==> src/rtl/serial_adder_ctrl.sv <==
// Bit-serial adder/subtractor controller: LSB-first through a single full adder.
// Optional subtraction is enabled by defining SERIAL_SUB_EN.

module full_adder (
    input  logic a,
    input  logic b,
    input  logic cin,
    output logic sum,
    output logic cout
);
    assign sum  = a ^ b ^ cin;
    assign cout = (a & b) | (cin & (a ^ b));
endmodule

module serial_adder_ctrl #(
    parameter int unsigned WIDTH = 8
) (
    input  logic             clk,
    input  logic             rst_n,
    input  logic             start,
    input  logic [WIDTH-1:0] op_a,
    input  logic [WIDTH-1:0] op_b,
    input  logic             sub,
    output logic             busy,
    output logic             done,
    output logic [WIDTH-1:0] result,
    output logic             cout,
    output logic             ovf
);
    localparam int unsigned CNT_W = $clog2(WIDTH);

    typedef enum logic [1:0] {IDLE, RUN, DONE} state_t;

    state_t           state, state_nxt;
    logic [WIDTH-1:0] a_sh, b_sh, b_load;
    logic             carry, carry_init;
    logic [CNT_W-1:0] bit_cnt;
    logic             fa_sum, fa_cout;
    logic             load, step, last_step;

`ifdef SERIAL_SUB_EN
    // Two's-complement subtraction: invert B and inject a carry of one.
    assign b_load     = sub ? ~op_b : op_b;
    assign carry_init = sub;
`else
    logic sub_unused;
    assign sub_unused = sub;
    assign b_load     = op_b;
    assign carry_init = 1'b0;
`endif

    assign last_step = (bit_cnt == CNT_W'(WIDTH - 1));

    full_adder u_fa (
        .a    (a_sh[0]),
        .b    (b_sh[0]),
        .cin  (carry),
        .sum  (fa_sum),
        .cout (fa_cout)
    );

    always_ff @(posedge clk or negedge rst_n) begin
        if (!rst_n) state <= IDLE;
        else        state <= state_nxt;
    end

    always_comb begin
        state_nxt = state;
        load      = 1'b0;
        step      = 1'b0;
        busy      = 1'b0;
        done      = 1'b0;
        case (state)
            IDLE: begin
                if (start) begin
                    load      = 1'b1;
                    state_nxt = RUN;
                end
            end
            RUN: begin
                busy = 1'b1;
                step = 1'b1;
                if (last_step) state_nxt = DONE;
            end
            DONE: begin
                busy      = 1'b1;
                done      = 1'b1;
                state_nxt = IDLE;
            end
            default: state_nxt = IDLE;
        endcase
    end

    always_ff @(posedge clk or negedge rst_n) begin
        if (!rst_n) begin
            a_sh    <= '0;
            b_sh    <= '0;
            carry   <= 1'b0;
            bit_cnt <= '0;
            result  <= '0;
            cout    <= 1'b0;
            ovf     <= 1'b0;
        end else if (load) begin
            a_sh    <= op_a;
            b_sh    <= b_load;
            carry   <= carry_init;
            bit_cnt <= '0;
        end else if (step) begin
            result  <= {fa_sum, result[WIDTH-1:1]};
            a_sh    <= a_sh >> 1;
            b_sh    <= b_sh >> 1;
            carry   <= fa_cout;
            bit_cnt <= bit_cnt + CNT_W'(1);
            // On the MSB step, carry holds the carry into the MSB.
            if (last_step) begin
                cout <= fa_cout;
                ovf  <= carry ^ fa_cout;
            end
        end
    end
endmodule

==> config.mk <==
export PLATFORM = sky130hd
export DESIGN_NAME = serial_adder_ctrl
export DESIGN_NICKNAME = d
export VERILOG_FILES = /design/src/rtl/serial_adder_ctrl.sv
export SDC_FILE = /design/constraint.sdc
export NUM_CORES = 1
export LEC_CHECK = 0
export CORE_ASPECT_RATIO = 0.75
export CORE_MARGIN = 3
export CORE_UTILIZATION = 53
export CTS_CLUSTER_DIAMETER = 30
export DETAILED_ROUTE_END_ITERATION = 8
export GPL_ROUTABILITY_DRIVEN = 0
export PLACE_DENSITY = 0.94
export SLEW_MARGIN = 10
export SYNTH_ARGS = -nofsm -noshare
export SYNTH_HDL_FRONTEND = slang
export SYNTH_SLANG_ARGS = --single-unit
==> constraint.sdc <==
create_clock -name clk -period 4.15 [get_ports clk]
set_input_delay 1.0375 -clock clk [delete_from_list [all_inputs] [get_ports clk]]
set_output_delay 1.0375 -clock clk [all_outputs]
set_load 0.02 [all_outputs]
## Word-level counts from Yosys, hierarchy flattened

Index checks and enable logic that the tools add are counted.

| cells by class | value |
|---|---|
| add/sub/neg operators | 1 |
| equality and inequality tests | 5 |
| mux-type cells | 16 |
| bitwise logic cells | 7 |
| reduce and logical (&&, ||, !) cells | 6 |

Operators by type and width:

| cell | number |
|---|---|
| $mux 8 | 4 |
| $mux 1 | 7 |
| $mux 3 | 2 |
| $mux 2 | 2 |
| $ne 2x2->1 const B | 2 |
| $pmux 2 s2 | 1 |
| $reduce_and 2->1 | 2 |
| $add 3x1->3 const B | 1 |
| $eq 3x3->1 const B | 1 |
| $reduce_and 3->1 | 1 |
| $xor 1x1->1 | 3 |
| $and 1x1->1 | 2 |
| $eq 2x1->1 const B | 1 |
| $eq 2x2->1 const B | 1 |
| $logic_not 2->1 | 1 |
| $reduce_bool 2->1 | 1 |
| $reduce_or 2->1 | 1 |
| $not 1->1 | 1 |
| $or 1x1->1 | 1 |

| storage, ports and cells | value |
|---|---|
| flip-flop bits (word level) | 32 |
| input bits | 20 |
| output and inout port bits | 12 |
| word-level logic and storage cells | 43 |

## Depth between registers and ports, before layout

| logic depth | value |
|---|---|
| depth after elaboration | 5 |
| depth in mapped cells | 7 |
| depth with buffers taken out | 5 |

## Modules after synthesis

A second synthesis with hierarchy kept.

| second synthesis, totals | value |
|---|---|
| cells, all modules | 124 |
| area, all modules | 1506.4 um2 |

By module, submodules not included:

| module | instances | cells an instance | area each (um2) | seq. area each (um2) |
|---|---|---|---|---|
| serial_adder_ctrl | 1 | 123 | 1486.4 | 800.8 |
| full_adder | 1 | 1 | 20.0 | 0.0 |

## Least setup slack after synthesis

No wires, ideal clock.

| timing | value |
|---|---|
| path type | reg2out |
| start | reg state[0] |
| end | out busy |
| arrival time | 0.808 ns |
| required time | 3.113 ns |
| slack | 2.305 ns |
| cell stages (with the launch flop) | 3 |
| path buffers | 0 |
| cell sequence | dfrtp_1 -> inv_1 -> ha_1 |

| on the way | value |
|---|---|
| word-level cells in the longest chain between the ends | 3 |
| elaborated cells on any way between the ends | 4 |
| those cells by class | 2 x eq/ne; 1 x mux; 1 x reduce/logical |

Ends and longest elaborated chain:

| element | RTL line | source |
|---|---|---|
| from (decl) | 34 | `state_t state, state_nxt;` |
| from (signal assigned) | 64 | `else state <= state_nxt;` |
| $eq 2x1->1 or $eq 2x2->1 (tied branches) | 73 | `case (state)` |
| $reduce_or 2->1 (no source line) (*) | - |  |
| $mux 1 (*) | 73 |  |
| to (decl) | 24 | `output logic busy,` |

Mark *: on every way between the ends. The rest lies on a longest branch, timed or not.

## Final worst setup path

Ends and elaborated chain as after synthesis.

==> results.txt <==
----------------------------------------------------
[Routing]
  Final Routed Wirelength ... 2740 um
  Number of nets with antenna violations after routing ... 0
  Vias/cell ... 5.10
  Count of TritonRoute iterations in the first routing pass ... 4
  Via count of the routed design ... 1010
  Routed WL per cell ... 13.8 um
  Final routed DRC violation total ... 0
  1st-iter DRT viols ... 64

[Synthesis]
  Number of synthesized register bits ... 32
  Total nets after synthesis ... 157
  Top post-synthesis cells by count ... dfrtp_1, nand2_1, mux2i_1
  Leading cell types by total area after synthesis ... dfrtp_1, mux2i_1, mux2_2
  Cell taking the most area after synthesis ... dfrtp_1
  Post-synth EDFFs ... 0
  Share of Yosys cell area claimed by the top area cell type ... 0.532
  Synthesized area ... 1510 sq um
  Most used flip-flop cell after synthesis ... dfrtp_1
  Register area share after synthesis ... 0.532
  YS warnings ... 0
  Distinct cells, synth ... 19
  Async S/R FF share, synth ... 1.00
  Mapped Cells ... 129
  Post-synthesis area per instance ... 11.7 sq um
  Dominant cell by count in the synthesized netlist ... dfrtp_1

[Global routing]
  Aggregate global routing overflow ... 0
  First-pass GRT wire length ... 4590 um
  Pin count of the biggest net entering global routing ... 37
  Number of global-route vias before repair ... 1038
  GRT Overall Usage ... 0.182
  Antenna violations before repair ... 0

[STA]
  Final slew viol count ... 0
  RSZ-0062 raised after global routing ... no
  Aggregate negative setup slack ... 0 ps
  Final Setup Violations ... 0
  Headroom to the max-slew limit ... 0.274
  Slew @ Worst Pin ... 1090 ps
  Worst setup skew after layout ... 4.01 ps
  Post-route minimum period ... 2690 ps
  Peak clock frequency supported by timing ... 371 MHz
  Crit share post-route ... 0.649
  Number of endpoints with negative hold slack in the final report ... 0

[Finish]
  Multi-input gate area ... 601 sq um
  Non-filler instance count after layout ... 198
  Number of fill cells in the layout ... 170
  Reg area ... 801 sq um
  Fraction of final layout cells sized beyond drive strength 1 ... 0.105
  Final #Nets ... 189
  Antenna Cells ... 0
  Area Growth Syn to Fin ... 25.0%

[Worst setup path]
  Delay-heaviest family, CP ... buffers and inverters
  Critical path buffers and inverters ... 2
  Worst path required time ... 3110 ps
  Classification of the worst setup path ... flop to output port
  Arrival time at the worst endpoint ... 1660 ps
  Worst-path cell chain ... inv_1, ha_1, clkdlybuf4s50_1
  Critical path launch point type ... flop
  Capturing element type of the critical path ... output port
  Cell with the largest stage delay on the worst path ... clkdlybuf4s50_1
  Maximum fanout encountered on the critical timing path ... 4
  Worst stage delay on the critical path ... 600 ps

[Placement]
  Detailed-placement wirelength estimate ... 1880 um
  Count of placed standard cells including taps ... 190
  Total of buffers placed on input and output ports ... 30

[Hold path]
  Hold WC Path Type ... flop to flop

[Clocking]
  Count of cells resized by post-cts repair ... 0
  Maximum buffer depth of the clock tree ... 2
  Number of buffers created by CTS ... 5
  TritonCTS clock tree ... yes
  Hold_buf cts ... 0
  Clock transition at path regs ... 60 ps
  Number of buffers inserted by post-CTS setup repair ... 0
  Root buffer selected by CTS ... clkbuf_8
  Clock sink count ... 32
  Number of H-tree branching levels ... 2
  Clock latency at the later pin of the worst-skew pair ... 270 ps

[Floorplan]
  Effective utilization at floorplan ... 0.565
  Top-level I/O count ... 32
  Width of the die ... 67.5 um
  Floorplan die area ... 3520 sq um
  Core area ... 2660 sq um
  Number of rows in the core area ... 16
  Height of the die ... 52.2 um

[Power]
  Power density of the placed cells ... 799 nW/um^2
  Static power due to leakage ... 0.841 nW
  Worst vdd rail ir drop ... 0.472 mV
  Power, Total ... 1.50 mW

[Run]
  Total of max-cap violations ... 0

[Outcome]
  Status ... completed

----------------------------------------------------
-- metrics by stage --
step	worst slack [ps]	cell area, sq um	hold WS, ps	utilization
after floorplan	2300	1510	490	-
after global placement	1410	1790	464	0.673
after detailed placement	1370	1790	480	0.673
after CTS	1450	1880	511	0.707
after global routing	1360	1880	533	0.707
final	1460	1880	509	0.707
-- layer usage --
layer / GRT usage / share of wire
met1: 0.206 / 0.42
met2: 0.296 / 0.49
met3: 0.0626 / 0.059
met4: 0.104 / 0.028
met5: 0 / 0
-- where the power goes --
part / internal, mW / leakage, nW / switching (mW)
combinational: 0.348 / 0.396 / 0.361
sequential: 0.468 / 0.399 / 0.0898
clock: 0.135 / 0.0455 / 0.103
total: 0.951 / 0.841 / 0.553
-- registers in the layout, summed over array words and instances, names as in the netlist --
signal	cells
carry	1
cout	1
bit_cnt	3
ovf	1
state	2
result	8
b_sh	8
a_sh	8
-- layout by cell type, fill, tap and decap left out --
cell	instances
o21ai_0	7
o22ai_1	1
and2_1	1
mux2i_1	17
ha_1	7
xnor2_1	1
buf_4	2
o21ai_1	11
dfrtp_1	32
xor2_1	1
nand2_1	21
fa_1	1
a211oi_1	1
inv_1	8
nor2_1	4
clkbuf_8	6
mux2_2	9
clkdlybuf4s50_1	30
clkbuf_1	2
-- cell type report --
cell class / count / area share
flip-flops and latches: 32 / 0.426
inverters: 8 / 0.0160
repair buffers: 32 / 0.168
multi-input cells: 82 / 0.319
well taps: 36 / 0.0239
clock buffers: 8 / 0.0479
-- kinds of logic after synthesis --
family                     after synthesis  synth area share
DFF                                     32             0.532
muxes                                   26             0.180
and+or+nand+nor                         26            0.0665
AOI/OAI and AO/OA                       20            0.0690
buffers and inverters                   15            0.0690
adders and majority gates                8            0.0715
xor gates and xnor gates                 2            0.0116
-- path summary, 6_finish.rpt --
kind                                       start                    end  slack (ps)  cells after the start
max reg2reg                 state[1]$_DFFE_PN0P_    a_sh[7]$_DFFE_PN0P_        2090                      4
max                         state[0]$_DFFE_PN0P_                   busy        1460                      3
min                        result[0]$_DFFE_PN0P_  result[0]$_DFFE_PN0P_         510                      1
min in group asynchronous                  rst_n    b_sh[4]$_DFFE_PN0P_        1150                      2
max in group asynchronous                  rst_n       cout$_DFFE_PN0P_        2710                      2
min reg2reg                result[0]$_DFFE_PN0P_  result[0]$_DFFE_PN0P_         510                      1
No activity file was read; power rests on OpenSTA's default activity.
==> patch 1: new RTL, same settings <==
Reset style: synchronous (`rst_n`), changed in 2 clocked blocks.
--- a/src/rtl/serial_adder_ctrl.sv
+++ b/src/rtl/serial_adder_ctrl.sv
@@ -60,5 +60,5 @@
     );
 
-    always_ff @(posedge clk or negedge rst_n) begin
+    always_ff @(posedge clk) begin
         if (!rst_n) state <= IDLE;
         else        state <= state_nxt;
@@ -92,5 +92,5 @@
     end
 
-    always_ff @(posedge clk or negedge rst_n) begin
+    always_ff @(posedge clk) begin
         if (!rst_n) begin
             a_sh    <= '0;
Check against the original RTL: differs if rst_n is asserted again (counterexample within 4 cycles, from zero or initial values and one cycle with rst_n low); with rst_n held inactive, the same outputs for 10 cycles.
==> patch 1 against the original RTL <==
Synthesized cell count grew 10%; routed wire length up 0.95%; count of clock-buffer cells in the layout fell by 2; utilization up 2.1 points; clock skew is 1.2 ps higher; design area shrank 5.6%; worst setup slack worse by 49 ps; area after synthesis decreased by 4.4%; sequential cell count is the same.
Power is not compared: it rests on default switching activity, and its combinational part moved more than twofold at a synthesized area within 25%.
==> patch 1: results (changes against the original RTL) <==
| Metric | Value |
|---|---|
| Synth cell count leaders | dfxtp_1, mux2i_1, a21oi_1 |
| Largest net degree at the start of global routing | 32 (-14%) |
| Clock buffer depth | 2 (unchanged) |
| Via count | 1,079 (+6.8%) |
| Layout cells sized above 1 | 0.05848 (-0.04646) |
| Top routing layer used | met4 |
| Final HPWL DP | 1991 µm (+6.2%) |
| Outcome | complete, no violations |
| NetSw | 317.4 µW |
| Hold depth | 2 (+1) |
| Dpl ws | 1392 ps (+21.16 ps) |
| CTS Buf Count | 5 (unchanged) |
| DP Area | 1715 µm² (-4.3%) |
| Slowest-stage cell, CP | clkdlybuf4s50_1 |
| Total Nets Final | 198 (+4.8%) |
| Max Fclk | 364.5 MHz (-1.8%) |
| Met2 wire len | 1352 µm (+0.30%) |
| Reg clk slew, reported paths | 100 ps (+40 ps) |
| Post-CTS sizing | 0 (unchanged) |
| DR iter-0 viols | 45 (-30%) |
| Yosys cell types | 21 (+2) |
| Worst-margin pin slew | 1130 ps (+40.47 ps) |
| Wire length on met3 | 143 µm (-11%) |
| Register area share after synthesis | 0.4452 (-0.08679) |
| Critical path origin | state[0] |
| Initial antenna violation count | 0 (unchanged) |
| Ys flop type | dfxtp_1 |
| LEAKAGE | 0.6695 nW |
| Largest cells by area after synthesis | dfxtp_1, mux2i_1, ha_1 |
| Total track usage | 0.1833 (+0.001614) |
| Worst R2R Start | state[1] |
| WL final | 2765 µm (+0.95%) |
| Vias in the first global route | 1,046 (+0.77%) |
| First-pass GRT wire length | 4560 µm (-0.61%) |
| FF-to-FF setup slack | 2190 ps (+100 ps) |
| Worst clock skew | 5.247 ps (+1.237 ps) |
| Post-synth ARST share | 0 (-1.000) |
| VDD IR-drop max | 0.4237 mV |
| Warnings from Yosys | 0 (unchanged) |
| Mean post-synth cell area | 10.13 µm² (-13%) |
| Clock latency on the worst-skew pair | 330 ps (+60 ps) |
| Crit path to | busy |
| FF-to-FF End | a_sh[3] |
| Vias per inst | 5.263 (+3.2%) |
| Critical Path AT | 1710 ps (+50 ps) |
| M1 WL | 1208 µm (+5.0%) |
| Clock root buffer | clkbuf_4 |
| Syn Nets | 170 (+8.3%) |
| Biggest cell delay along the critical path | 600 ps (about the same) |
patch 1: changes by cell type after synthesis, moves of 7 or more:
cell	unedited run	this run
dfxtp_1	0	32
mux2_2	9	0
mux2i_1	17	27
dfrtp_1	32	0
nor2b_1	0	8
nand2_1	21	8
o21ai_0	7	0
a21oi_1	0	15
patch 1: cells by family after synthesis:
| family | after synthesis | share of synthesized area |
|---|---|---|
| xor+xnor | 2 | 0.01218 |
| flops | 32 | 0.4452 |
| compound gates | 33 | 0.1252 |
| buf+inv | 13 | 0.05652 |
| mux | 27 | 0.1878 |
| simple gates | 27 | 0.09826 |
| fa+ha+maj | 8 | 0.07478 |
patch 1: worst min-delay path by stage:
stage | slack, ps | startpoint | endpoint
after CTS | 500 | a_sh[7] | a_sh[7]
after global placement | 450 | cout | cout
after detailed placement | 480 | a_sh[7] | a_sh[7]
after global routing | 520 | b_sh[7] | b_sh[7]
final | 500 | a_sh[7] | a_sh[7]
after floorplan | 450 | state[1] | state[1]
patch 1: power groups by stage:
stage                     Combinational, mW  Sequential (mW)  Clock [mW]
final                                 0.335            0.404       0.184
after global routing                  0.368            0.410       0.202
after CTS                             0.336            0.404       0.187
after detailed placement              0.333            0.411           0
after global placement                0.317            0.405           0
after floorplan                       0.281            0.403           0
patch 1: worst min-delay path, stage by stage (launching register included):
cell	delay [ps]
dfxtp_1	320
nand3b_1	80
a21boi_1	60
patch 1: per-layer routing:
metal,global-route usage,up-vias
li1,-,552
met1,0.2083,495
met2,0.3097,25
met3,0.05055,7
met4,0.1014,0
met5,0,-
patch 1: cell type report:
cell class	instances	area, µm²
inverter	4	15.01
multi-input combinational	97	716.9
sequential	32	640.6
clock inverter	2	10.01
timing repair buffer	30	300.3
tap	34	42.54
clock buffer	6	51.30
fill	183	663.1
==> patch 2: new RTL, same settings <==
Made on the original files. Change the parameter `WIDTH` from 8 to 16.
--- a/src/rtl/serial_adder_ctrl.sv
+++ b/src/rtl/serial_adder_ctrl.sv
@@ -14,5 +14,5 @@
 
 module serial_adder_ctrl #(
-    parameter int unsigned WIDTH = 8
+    parameter int unsigned WIDTH = 16
 ) (
     input  logic             clk,
Ports: changed (resized op_a, op_b and result); port bits go from 32 to 56. The function was not compared with the original's and may differ.
==> patch 2 against the original RTL <==
Area after synthesis increased by 73%; largest cell class unchanged; highest routed layer unchanged; sequential cell count increased by 25; design area increased by 74%; utilization increased by 0.53 points; routed wire length increased by 64%; total power increased by 71%; maximum frequency decreased by 2.6%; sequential share of layout area increased by 1.0 points; final cell count increased by 69%; sequential power increased by 75%; count of clock-buffer cells in the layout increased by 2; worst hold slack got worse by 18 ps; worst setup slack got worse by 72 ps.
==> patch 2: results (changes against the original RTL) <==
| Metric | Value |
|---|---|
| Worst R2R Start | state[1] |
| Total power | 2.568 mW (+71%) |
| DP Area | 3088 µm² (+72%) |
| Clock buffer depth | 2 (unchanged) |
| Clock Power Share | 0.189 (+0.031) |
| Initial antenna violation count | 0 (unchanged) |
| First-pass GRT wire length | 7479 µm (+63%) |
| Adder-Cell Fraction of Synth Area | 0.03643 (-0.03505) |
| Final cell count without fillers | 334 (+69%) |
| Clock root buffer | clkbuf_8 |
| Cell family with most CP delay | buffers and inverters |
| Largest regs | a_sh (16), b_sh (16), result (16) |
| Iteration count of the initial detailed-routing pass | 4 (unchanged) |
| Syn Nets | 264 (+68%) |
| Yosys cell types | 25 (+6) |
| Largest net degree at the start of global routing | 70 (+89%) |
| Worst R2R Path Depth | 5 (+1) |
| # port buffers | 54 (+80%) |
| Sw frac | 0.3559 (-0.01201) |
| Total track usage | 0.1735 (-0.008179) |
| Slew HR | 0.2869 (+0.01317) |
| Final HPWL DP | 3136 µm (+67%) |
| Dpl ws | 1364 ps (-6.450 ps) |
| Placed Cells | 318 (+67%) |
| Reg clk slew, reported paths | 70 ps |
| Complex-gate fraction of the synthesized area | 0.07143 (+0.002434) |
| VDD IR-drop max | 0.4579 mV (-3.1%) |
| Vias per inst | 5.117 (+0.31%) |
| CTS H-tree lvls | 3 (+1) |
| DR iter-0 viols | 107 (+67%) |
| Crit path to | busy |
| Critical path origin | state[0] |
| WL final | 4481 µm (+64%) |
| Clock latency on the worst-skew pair | 330 ps (+60 ps) |
| Synth Area in XOR/XNOR | 0.01342 (+0.001785) |
| Vias in the first global route | 1,677 (+62%) |
| Mux contribution to synthesized area | 0.1961 (+0.01569) |
| Register area share after synthesis | 0.5465 (+0.01450) |
| Sequential power share | 0.381 (+0.010) |
| Post-CTS sizing | 0 (unchanged) |
| Critical path peak fanout | 4 (unchanged) |
| FF-to-FF setup slack | 2060 ps (-30 ps) |
| Outcome | complete, no violations |
| Synth cell count leaders | dfrtp_1, nand2_1, mux2i_1 |
| CTS Buf Count | 9 (+4) |
| Layout cells sized above 1 | 0.1336 (+0.02864) |
| Worst clock skew | 6.160 ps (+2.151 ps) |
| Mean post-synth cell area | 11.81 µm² (+1.2%) |
| Fin crit period | 2766 ps (+71.74 ps) |
| Final Hold Slack | 491.2 ps (-18.24 ps) |
| LEAKAGE | 1.425 nW (+69%) |
| FF-to-FF End | bit_cnt[3] |
| Worst hold path class | reg -> reg |
| Largest cells by area after synthesis | dfrtp_1, mux2i_1, mux2_2 |
| Critical Path AT | 1730 ps (+70 ps) |
## patch 2: changes by cell type after synthesis, moves of 7 or more
cell | before | now
o21ai_1 | 11 | 18
mux2_2 | 9 | 17
o21ai_0 | 7 | 16
dfrtp_1 | 32 | 57
mux2i_1 | 17 | 32
nand2_1 | 21 | 35
## patch 2: final cells by class
| class | instances | area [µm²] |
|---|---|---|
| well taps | 57 | 71.32 |
| clock buffers | 10 | 127.6 |
| fillers | 334 | 1324 |
| inverters | 6 | 22.52 |
| clock inverters | 6 | 58.81 |
| multi-input cells | 143 | 1025 |
| repair buffers | 55 | 543.0 |
| flip-flops and latches | 57 | 1426 |
## patch 2: layer usage
layer / GRT usage / vias up / part of all wire
met5: 0 / - / 0
met4: 0.07004 / 0 / 0.0069
met3: 0.06304 / 5 / 0.052
met2: 0.2813 / 39 / 0.50
met1: 0.2103 / 811 / 0.45
li1: - / 854 / -
## patch 2: worst min-delay path: stages, from the launching register on
cell,delay [ps]
dfrtp_1,350
nand2_1,50
o21ai_0,60
## patch 2: kinds of logic (layout without fill, tap and decap cells)
logic type,count (synthesis),after routing
flip-flops,57,57
multiplexers,49,49
AND/OR/NAND/NOR,47,47
AO/OA/AOI/OAI,36,36
buffers and inverters,21,77
adder cells (fa/ha/maj),7,7
XOR/XNOR,4,4
## patch 2: how the worst min path moves through the flow
| stage | from | end | cells past startpoint |
|---|---|---|---|
| 3_5_place_dp | ovf | ovf | 2 |
| 6_report | ovf | ovf | 2 |
| 4_1_cts | ovf | ovf | 2 |
| 5_1_grt | ovf | ovf | 2 |
| 3_3_place_gp | ovf | ovf | 2 |
| 2_1_floorplan | a_sh[15] | a_sh[15] | 2 |
